`src/rtl/counter_pkg.sv`:
```
// Shared definitions for the synchronous modulo-N counter family.
package counter_pkg;

    localparam int unsigned RADIX_MAX  = 16;
    localparam int unsigned DIGITS_MAX = 8;

    typedef enum logic {
        DIR_DOWN = 1'b0,
        DIR_UP   = 1'b1
    } count_dir_e;

    // Bits needed to hold one digit of the given radix (never less than one).
    function automatic int unsigned digit_width(input int unsigned radix);
        return (radix <= 2) ? 1 : $clog2(radix);
    endfunction

endpackage

```
`src/rtl/mod_n_digit.sv`:
```
// One modulo-RADIX digit: clear, sanitised parallel load, and up/down step
// gated by the shared enable and the prefix carry from lower digits.
module mod_n_digit
    import counter_pkg::*;
#(
    parameter  int unsigned RADIX = 10,
    localparam int unsigned W     = digit_width(RADIX)
) (
    input  logic         clock,
    input  logic         clear,
    input  logic         load,
    input  logic [W-1:0] load_value,
    input  logic         enable,
    input  logic         carry_in,
    input  logic         up_down,
    output logic [W-1:0] q,
    output logic         at_max,
    output logic         at_zero
);

    localparam logic [W-1:0] MAX_V = W'(RADIX - 1);
    localparam logic [W-1:0] ONE   = W'(1);

    // Boundary flags feed the top-level carry/borrow prefix.
    always_comb begin
        at_max  = (q == MAX_V);
        at_zero = (q == '0);
    end

    // Digit register: clear > load > count > hold; out-of-range loads become 0.
    always_ff @(posedge clock) begin
        if (clear) begin
            q <= '0;
        end else if (load) begin
            q <= (load_value > MAX_V) ? '0 : load_value;
        end else if (enable && carry_in) begin
            if (count_dir_e'(up_down) == DIR_UP) begin
                q <= at_max ? '0 : q + ONE;
            end else begin
                q <= at_zero ? MAX_V : q - ONE;
            end
        end
    end

endmodule

```
`src/rtl/cascaded_mod_n_counter.sv`:
```
// Fully synchronous multi-digit modulo-RADIX counter with up/down, load,
// enable and a cascadable terminal-count output.
module cascaded_mod_n_counter
    import counter_pkg::*;
#(
    parameter  int unsigned RADIX  = 10,
    parameter  int unsigned DIGITS = 4,
    localparam int unsigned W      = digit_width(RADIX)
) (
    input  logic                clock,
    input  logic                clear,
    input  logic                enable,
    input  logic                up_down,
    input  logic                load,
    input  logic [DIGITS*W-1:0] load_value,
    output logic [DIGITS*W-1:0] q,
    output logic                terminal,
    output logic                carry_out
);

    count_dir_e        dir;
    logic [DIGITS-1:0] at_max;
    logic [DIGITS-1:0] at_zero;
    logic [DIGITS-1:0] match;
    logic [DIGITS-1:0] carry;
    logic              all_match;

    assign dir = count_dir_e'(up_down);

    // Per-digit "at boundary for the current direction" flags.
    always_comb begin
        match = (dir == DIR_UP) ? at_max : at_zero;
    end

    // Carry/borrow AND-prefix, built with a local accumulator so the chain
    // has no combinational self-dependency on a shared vector.
    always_comb begin
        logic acc;
        acc   = 1'b1;
        carry = '0;
        for (int unsigned i = 0; i < DIGITS; i++) begin
            carry[i] = acc;
            acc      = acc & match[i];
        end
        all_match = acc;
    end

    // Terminal count and the qualified cascade output.
    always_comb begin
        terminal  = all_match;
        carry_out = all_match & enable & ~load & ~clear;
    end

    genvar g;
    for (g = 0; g < DIGITS; g++) begin : g_digit
        mod_n_digit #(
            .RADIX (RADIX)
        ) u_digit (
            .clock      (clock),
            .clear      (clear),
            .load       (load),
            .load_value (load_value[g*W +: W]),
            .enable     (enable),
            .carry_in   (carry[g]),
            .up_down    (up_down),
            .q          (q[g*W +: W]),
            .at_max     (at_max[g]),
            .at_zero    (at_zero[g])
        );
    end

endmodule
```
`config.mk`:
```
export PLATFORM = sky130hd
export DESIGN_NAME = cascaded_mod_n_counter
export DESIGN_NICKNAME = d
export VERILOG_FILES = /design/src/rtl/counter_pkg.sv /design/src/rtl/mod_n_digit.sv /design/src/rtl/cascaded_mod_n_counter.sv
export SDC_FILE = /design/constraint.sdc
export NUM_CORES = 1
export LEC_CHECK = 0
export BUFFER_PORTS_ARGS = -buffer_cell sky130_fd_sc_hd__buf_2
export CELL_PAD_IN_SITES_DETAIL_PLACEMENT = 1
export CELL_PAD_IN_SITES_GLOBAL_PLACEMENT = 1
export CORE_UTILIZATION = 39
export CTS_BUF_LIST = sky130_fd_sc_hd__clkbuf_8
export CTS_CLUSTER_DIAMETER = 60
export DETAILED_ROUTE_END_ITERATION = 10
export GPL_TIMING_DRIVEN = 0
export PLACE_DENSITY = 0.89
export SLEW_MARGIN = 20
export SYNTH_ARGS = -nofsm -noshare
export SYNTH_HDL_FRONTEND = slang
export SYNTH_SLANG_ARGS = --single-unit
```
`constraint.sdc`:
```
create_clock -name clock -period 2.15 [get_ports clock]
set_input_delay 0.3225 -clock clock [delete_from_list [all_inputs] [get_ports clock]]
set_output_delay 0.3225 -clock clock [all_outputs]
set_load 0.005 [all_outputs]
```
==> results.ini, run 1 <==
[run_status]
status = finished, final reports clean

[floorplan]
start_util_pct = 41.0
dieWidth_um = 64.3
die_area_um2 = 4130
coreArea_um2 = 3690
die_height_um = 64.3
io_pins = 39
num_rows = 22

[synthesis]
synthCells = 205
yosys.area.top_type = dfxtp_1
ys_seq_area_share_pct = 21.2
synth_edf_count = 0
ys.flop_type = dfxtp_1
synth_top_area_share_pct = 21.2
syn_area_um2 = 1510
synth_area_leaders = dfxtp_1 (21%), o21ai_0 (7.3%), a21oi_1 (4.6%)
synth_area_per_cell_um2 = 7.38
yosysWarnings = 0
syn-num-nets = 226
ys_ff_latch = 16
async_reset_ff_share_pct = 0
synth.distinct_cells = 55

[worst_setup_path]
required_ps = 1830
reg2reg_slack_ps = 230
critPathCaptureType = output pin
worstPathArrival_ps = 1800
start_kind = flop
reg2reg_depth = 6
crit_fanout = 8
criticalPathCategory = reg -> out

[sta]
skew_ps = 5.62
worst_pin_slew_ps = 536
finalMaxSlewViolations = 0
setup_viol = 0
relSlewSlack_pct = 64.2
hold_violations = 0
period_share_pct = 98.6
min_period_ps = 2120
fmax_ghz = 0.471
rsz0062_at_grt = true
hold_ws_ps = 294

[routing]
drc = 0
detailedRoute.firstPassIterationCount = 4
routed_wl_mm = 4.51
drt_iter0_markers = 107
wl_per_cell_um = 15.5
antenna_left = 0
vias = 1697
vias_per_cell = 5.83

[grt]
grt-ovfl-total = 0
grt_pass1_wl_mm = 7.66
antenna_found_initial = 0
grt_pass1_vias = 1559
grt_use_total_pct = 23.3
grt_max_degree = 12

[pwr]
peakVddDrop_uv = 206
combPwrFrac_pct = 31.6
leakagePower_nw = 0.753
power.switching_uw = 281
clockPowerShare_pct = 28.2
p_seq_share_pct = 40.2
netSwitchingFraction_pct = 33.6
internal_power_uw = 555
powerDensity_nw_per_um2 = 461

[cts]
cts_tree = done
cts.sinks = 16
cts_max_level = 1
clockRootBuffer = clkbuf_8
clk_pin_slew_worst_paths_ps = 70
numCtsBuffers = 3
ctsLongestPathBuffers = 2
clk-insertion-delay-late_ps = 260

[cells_and_area]
regMostFlops = g_digit.u_digit.q
largest_reg_flops = 16
fillers = 508
fin_util_pct = 49.2
seq_area_um2 = 327
multi_input_area_um2 = 1030
drive_above_1_share_pct = 28.0
fin_nets = 266
diodes = 0
areaGrowthSynthToFinish_pct = 19.9
largestRegisters = g_digit.u_digit.q (16)

[placement]
dpl.hpwl_mm = 3.26
portBuffers = 36
place_congestion = 0.846

[min_path]
min_path_type = in -> reg
holdPathStages = 3

[flow_run]
maxCapViolations = 0

cell type report:
class | count | share of cell area, %
clock buffers | 3 | 2.28
inverters | 7 | 1.45
flip-flops and latches | 16 | 18.0
repair buffers | 38 | 10.8
plain buffers | 18 | 7.24
well taps | 48 | 3.31
multi-input cells | 161 | 57.0
layout by cell type (no fill, tap or decap), drive strengths merged, types with 2 or more instances in the layout:
master  count
and3        6
a31oi       3
o21ai      22
xor2        3
nor3        9
xnor2       7
dfxtp      16
o22ai       2
nor2       18
nor4        2
nand2       9
nand4       2
o211ai      2
nand3      12
or3         2
and2        4
a21oi      14
mux2i       4
a211oi     10
nand2b      6
buf        48
inv         6
or4         3
a211o       2
nand4b      2
a22o        2
clkbuf     10
cells by family (layout without fill, tap and decap cells):
group | count (synthesis) | in the layout | share of synthesized area (%)
xor gates and xnor gates | 10 | 10 | 5.79
AOI/OAI and AO/OA | 67 | 67 | 29.4
muxes | 4 | 4 | 2.65
and+or+nand+nor | 80 | 80 | 29.4
DFF | 16 | 16 | 21.2
buffers and inverters | 28 | 66 | 11.5
per-layer routing:
layer  track usage (%)  share of wire (%)  wire [µm]  vias up
li1                  -                  -          -      827
met1              31.7                 47       2110      830
met2              38.2                 49       2210       33
met3              2.32                2.9        130        7
met4              7.78                1.5         68        0
met5                 0                  0          0        -
what timing repair did:
action,CTS,global route
setup buffers,2,0
pin swaps,4,0
hold endpoints to repair,0,0
hold buffers,0,0
endpoints found under the setup margin,2,2
gates resized for setup,4,7
path summary, 6_finish.rpt:
kind                                        startpoint                                   end
hold reg to reg   g_digit[2].u_digit.q[3]$_SDFFE_PP0P_  g_digit[2].u_digit.q[3]$_SDFFE_PP0P_
hold / removal                          load_value[13]  g_digit[3].u_digit.q[1]$_SDFFE_PP0P_
setup reg to reg  g_digit[0].u_digit.q[1]$_SDFFE_PP0P_  g_digit[3].u_digit.q[0]$_SDFFE_PP0P_
setup / recovery  g_digit[0].u_digit.q[1]$_SDFFE_PP0P_                             carry_out
stage by stage:
stage	power, mW	worst slack [ps]	area (µm²)	TNS [ps]	instances
final	0.837	29.1	1810	0	291
after global routing	0.887	-54.8	1810	-54.8	291
after CTS	0.836	19.3	1800	0	291
after detailed placement	0.600	-98.4	1750	-111	289
after global placement	0.592	-142	1750	-142	289
after floorplan	0.517	159	1510	0	205
synthesized netlist by cell type (3+ instances only):
cell type  instances
a31oi_1            3
nor3_1             9
nor2_1            18
nand2b_1           6
o21ai_0           22
nand2_1            9
a21oi_1           14
or4_1              3
inv_1              6
nand3_1           12
and3_1             5
dfxtp_1           16
buf_6              4
xor2_1             3
clkbuf_1           9
mux2i_1            4
a211oi_1           8
and2_1             4
xnor2_1            7
buf_2              3
power by group through the flow:
stage               sequential, mW  clock (mW)  combinational [mW]
floorplan                    0.336           0               0.181
global placement             0.336           0               0.256
detailed placement           0.337           0               0.263
CTS                          0.336       0.239               0.262
global route                 0.339       0.254               0.294
finish                       0.336       0.236               0.264
worst max-delay path, cell delays in order (launching register included):
cell and delay (ps):
dfxtp_1 310, clkbuf_1 190, or4_1 520, nor3_2 210, and3_1 200, buf_2 120
No activity file was read; power rests on OpenSTA's default activity.
==> run 2, diff against run 1 <==
Settings changed: ABC_AREA set to 1, CORE_UTILIZATION 39 to 36, RECOVER_POWER set to 25.
==> results.ini, run 2 <==
[routing]
drc = 0
routed_wl_mm = 4.68
antenna_left = 0
vias_per_cell = 5.23
vias = 1821
wl_per_cell_um = 13.5
detailedRoute.firstPassIterationCount = 4
drt_iter0_markers = 73

[cells_and_area]
areaGrowthSynthToFinish_pct = 20.7
final_cell_mix = nand2_1 (62), buf_2 (40), nor2_1 (39)
largestRegisters = g_digit.u_digit.q (16)
largest_reg_flops = 16
diodes = 0
fin_nets = 323
regMostFlops = g_digit.u_digit.q
stdcell_area_um2 = 1760
stdcell_count = 348
drive_above_1_share_pct = 21.7
fillers = 557
layout_commonest_cell = nand2_1

[floorplan]
io_pins = 39
start_util_pct = 38.7
coreArea_um2 = 3770
die_area_um2 = 4310
die_height_um = 65.7
num_rows = 22
dieWidth_um = 65.7

[pwr]
power.switching_uw = 366
combPwrFrac_pct = 36.2
internal_power_uw = 578
p_total_uw = 944
leakagePower_nw = 0.897
peakVddDrop_uv = 263
powerDensity_nw_per_um2 = 536
netSwitchingFraction_pct = 38.8
clockPowerShare_pct = 25.3
p_seq_share_pct = 38.5

[worst_setup_path]
start_kind = flop
cp_slowest_cell = dfxtp_1
worstPathArrival_ps = 1660
crit_fanout = 5
cp_top_family = simple AND/OR/NAND/NOR gates
startpoint = g_digit[0].u_digit.q[3]$_SDFFE_PP0P_
required_ps = 1830
crit_top_cell = nand2_1
r2r_start = g_digit[0].u_digit.q[3]$_SDFFE_PP0P_
critPathCaptureType = output pin
max_stage_delay_ps = 430
cp_num_buf_inv = 2
criticalPathCategory = reg -> out
path_cells = inv_2, nor2_2, nand2_1, nand2_2, nand2_1, nor2_1, nand2_1, nor2_2, and3_1, buf_2

[synthesis]
async_reset_ff_share_pct = 0
synth_area_per_cell_um2 = 5.64
synth_edf_count = 0
yosys.area.top_type = dfxtp_1
syn_area_um2 = 1460
yosysMostFrequentCell = nand2_1
ys_seq_area_share_pct = 21.9
syn-num-nets = 280
synth_top_area_share_pct = 21.9
yosysWarnings = 0
synthCells = 259
synth_area_leaders = dfxtp_1 (22%), nand2_1 (16%), nand3_1 (11%)
ys_ff_latch = 16
ys.flop_type = dfxtp_1
synthTopCellsByCount = nand2_1 (62), nor2_1 (40), nand3_1 (31)
synth.distinct_cells = 31

[placement]
portBuffers = 38
dp.cells = 345
dpl_cell_area_um2 = 1710
place_congestion = 0.865
dpl.hpwl_mm = 3.63

[flow_run]
maxCapViolations = 0

[min_path]
min-delay-start = clear
min_path_type = in -> reg

[cts]
clk-insertion-delay-late_ps = 260
numCtsBuffers = 3
ctsLongestPathBuffers = 2
cts.sinks = 16
cts_max_level = 1
clk_pin_slew_worst_paths_ps = 70
holdBufCountCts = 0
cts_tree = done
cts_setup_buffers = 0
clockRootBuffer = clkbuf_8

[sta]
hold_ws_ps = 256
setup_viol = 0
tns_ps = 0
finalMaxSlewViolations = 0
relSlewSlack_pct = 66.2
worst_pin_slew_ps = 507
fmax_ghz = 0.504
skew_ps = 3.32
hold_violations = 0
period_share_pct = 92.3
min_period_ps = 1990
rsz0062_at_grt = false

[grt]
grt_max_degree = 11
grt_pass1_wl_mm = 7.94
grt_use_total_pct = 23.5
grt_pass1_vias = 1767
antenna_found_initial = 0
grt-ovfl-total = 0

[run_status]
status = finished, final reports clean

[run 2: cell count changes after synthesis, moves of 5 or more]
cell and change:
xnor2_1 -6, nand3_1 +19, a211oi_1 -7, nor2_2 +5, o21ai_0 +6, nand2_1 +53
nand2b_1 -6, clkbuf_1 -7, nor2_1 +22, inv_1 +19, nor3_1 -9
[run 2: power by group through the flow]
stage                     Combinational, mW  Sequential, mW  Clock, mW
after global routing                  0.391           0.369      0.257
after floorplan                       0.230           0.362          0
after global placement                0.325           0.366          0
after CTS                             0.341           0.361      0.242
after detailed placement              0.338           0.368          0
final                                 0.342           0.364      0.239
[run 2: timing repair]
item	CTS	global route
resized for setup	0	6
endpoints found under the hold margin	0	0
setup endpoints to repair	0	2
[run 2: worst paths after layout]
check | end | slack (ps) | cells after the start
setup / recovery | carry_out | 160 | 10
hold reg to reg | g_digit[0].u_digit.q[0]$_SDFFE_PP0P_ | 520 | 1
setup reg to reg | g_digit[3].u_digit.q[0]$_SDFFE_PP0P_ | 580 | 9
hold / removal | g_digit[0].u_digit.q[3]$_SDFFE_PP0P_ | 260 | 2
[run 2: logic make-up after synthesis]
logic type / Yosys count / share of synthesized area [%]
flip-flops: 16 / 21.9
AO/OA/AOI/OAI: 54 / 21.1
AND/OR/NAND/NOR: 147 / 43.9
buffers and inverters: 38 / 10.7
XOR/XNOR: 4 / 2.40
[run 2: worst reg2reg max path, delay by kind of cell, from the launching register on]
kind                   cells  cell delay (ps)
AND/OR/NAND/NOR            7              720
AO/OA/AOI/OAI              1              250
buffers and inverters      1               70
flip-flops                 1              430
[run 2: metal layers]
layer	vias up	GRT usage (%)	wire length (µm)
met1	860	30.7	2230
met2	23	41.2	2300
met5	-	0	0
li1	933	-	-
met4	0	5.16	40
met3	5	2.26	109
[run 2: metrics by stage]
step / utilization (%) / setup WS [ps]
floorplan: - / 622
global placement: 45.4 / 231
detailed placement: 45.4 / 236
CTS: 46.4 / 30.7
global route: 46.7 / 11.6
finish: 46.7 / 165
[run 2: layout make-up]
type	instances	area, µm²	share of cell area (%)
Buffer	8	43.8	2.49
Clock buffer	3	41.3	2.34
Inverter	30	113	6.39
Multi-Input combinational cell	205	995	56.5
Sequential cell	16	323	18.3
Tap cell	48	60.1	3.41
Timing Repair Buffer	38	186	10.6
==> run 3, diff against run 2 <==
Settings changed: CORE_ASPECT_RATIO set to 0.75.
==> results.ini, run 3 (synthesized netlist as in run 2, its figures left out) <==
[floorplan]
coreArea_um2 = 3780
num_rows = 19
io_pins = 39
die_height_um = 57.2
die_area_um2 = 4320
start_util_pct = 38.6
dieWidth_um = 75.5

[sta]
setup_viol = 0
fmax_ghz = 0.488
hold_ws_ps = 248
hold_violations = 0
relSlewSlack_pct = 65.7
period_share_pct = 95.3
worst_pin_slew_ps = 514
skew_ps = 6.71
timing.final.ws_setup_ps = 100
min_period_ps = 2050
finalMaxSlewViolations = 0
tns_ps = 0

[run_status]
status = finished, final reports clean

[cells_and_area]
areaGrowthSynthToFinish_pct = 22.7
fillers = 576
multi_input_area_um2 = 1000
fin_nets = 323
seq_area_um2 = 323
regMostFlops = g_digit.u_digit.q
drive_above_1_share_pct = 22.9
largestRegisters = g_digit.u_digit.q (16)
largest_reg_flops = 16
fin_util_pct = 47.4
diodes = 0
layout_commonest_cell = nand2_1
final_cell_mix = nand2_1 (62), buf_2 (41), nor2_1 (37)

[routing]
antenna_left = 0
vias_per_cell = 5.14
drc = 0
vias = 1815
routed_wl_mm = 4.81
wl_per_cell_um = 13.6
detailedRoute.firstPassIterationCount = 4
drt_iter0_markers = 52

[cts]
clk_pin_slew_worst_paths_ps = 80
clockRootBuffer = clkbuf_8
cts_tree = done
cts_setup_buffers = 0
ctsLongestPathBuffers = 2
cts.sinks = 16
numCtsBuffers = 3
ctsResizeCount = 0
cts_max_level = 1
holdBufCountCts = 0
clk-insertion-delay-late_ps = 260

[worst_setup_path]
start_kind = flop
reg2reg_depth = 9
cp_num_buf_inv = 2
criticalPathCategory = reg -> out
cp_top_family = simple AND/OR/NAND/NOR gates
critPathCaptureType = output pin
path_cells = inv_2, nor2_2, nand2_1, nand2_2, nand2_1, nor2_2, nand2_1, nor2_2, and3_1, buf_2
cp.depth = 10
cp_slowest_cell = dfxtp_2
required_ps = 1830
worstPathArrival_ps = 1730
max_stage_delay_ps = 380
crit_fanout = 5

[flow_run]
maxCapViolations = 0

[placement]
dpl.hpwl_mm = 3.68
portBuffers = 38
place_ws_ps = 194
place_congestion = 0.799

[grt]
grt_use_total_pct = 23.1
grt-ovfl-total = 0
grt_pass1_vias = 1680
grt_pass1_wl_mm = 7.68
grt_max_degree = 11
antenna_found_initial = 0

[pwr]
peakVddDrop_uv = 278
p_total_uw = 997
powerDensity_nw_per_um2 = 556
leakagePower_nw = 0.909

[min_path]
holdPathStages = 2
min_path_type = in -> reg

## run 3: changes by cell type in the layout (fill, tap and decap cells not counted)
| cell | previous run | this run |
|---|---|---|
| clkbuf_8 | 3 | 4 |
| clkbuf_1 | 5 | 4 |
| buf_2 | 40 | 41 |
| nor2_1 | 39 | 37 |
| nor2_4 | 1 | 2 |
| nor2_2 | 5 | 6 |
## run 3: layout make-up
| cell class | count | area share [%] |
|---|---|---|
| tap | 52 | 3.63 |
| sequential | 16 | 18.0 |
| timing repair buffer | 38 | 10.5 |
| buffer | 8 | 2.44 |
| clock buffer | 4 | 3.07 |
| multi-input combinational | 205 | 56.1 |
| inverter | 30 | 6.28 |
## run 3: report_power, final
part           switching, mW  internal [mW]
logic                  0.215          0.133
clock network          0.123          0.163
registers             0.0409          0.323
## run 3: per-layer routing
layer	track usage, %	up-vias	part of all wire [%]	routed length, µm
met5	0	-	0	0
met4	3.44	0	0.42	20
met3	3.89	4	5.2	248
met2	37.4	47	45	2170
met1	32.9	835	49	2370
li1	-	929	-	-
## run 3: path summary, 6_finish.rpt
| path | slack (ps) | end | start |
|---|---|---|---|
| worst max-delay path | 100 | carry_out | g_digit[0].u_digit.q[3]$_SDFFE_PP0P_ |
| worst min-delay path | 250 | g_digit[0].u_digit.q[3]$_SDFFE_PP0P_ | clear |
| worst max register to register | 600 | g_digit[3].u_digit.q[3]$_SDFFE_PP0P_ | g_digit[0].u_digit.q[3]$_SDFFE_PP0P_ |
| worst min register to register | 520 | g_digit[0].u_digit.q[0]$_SDFFE_PP0P_ | g_digit[0].u_digit.q[0]$_SDFFE_PP0P_ |
## run 3: stage by stage
step                std cells  area [µm²]
floorplan                 259        1460
global placement          349        1720
detailed placement        349        1720
CTS                       353        1770
global route              353        1790
finish                    353        1790
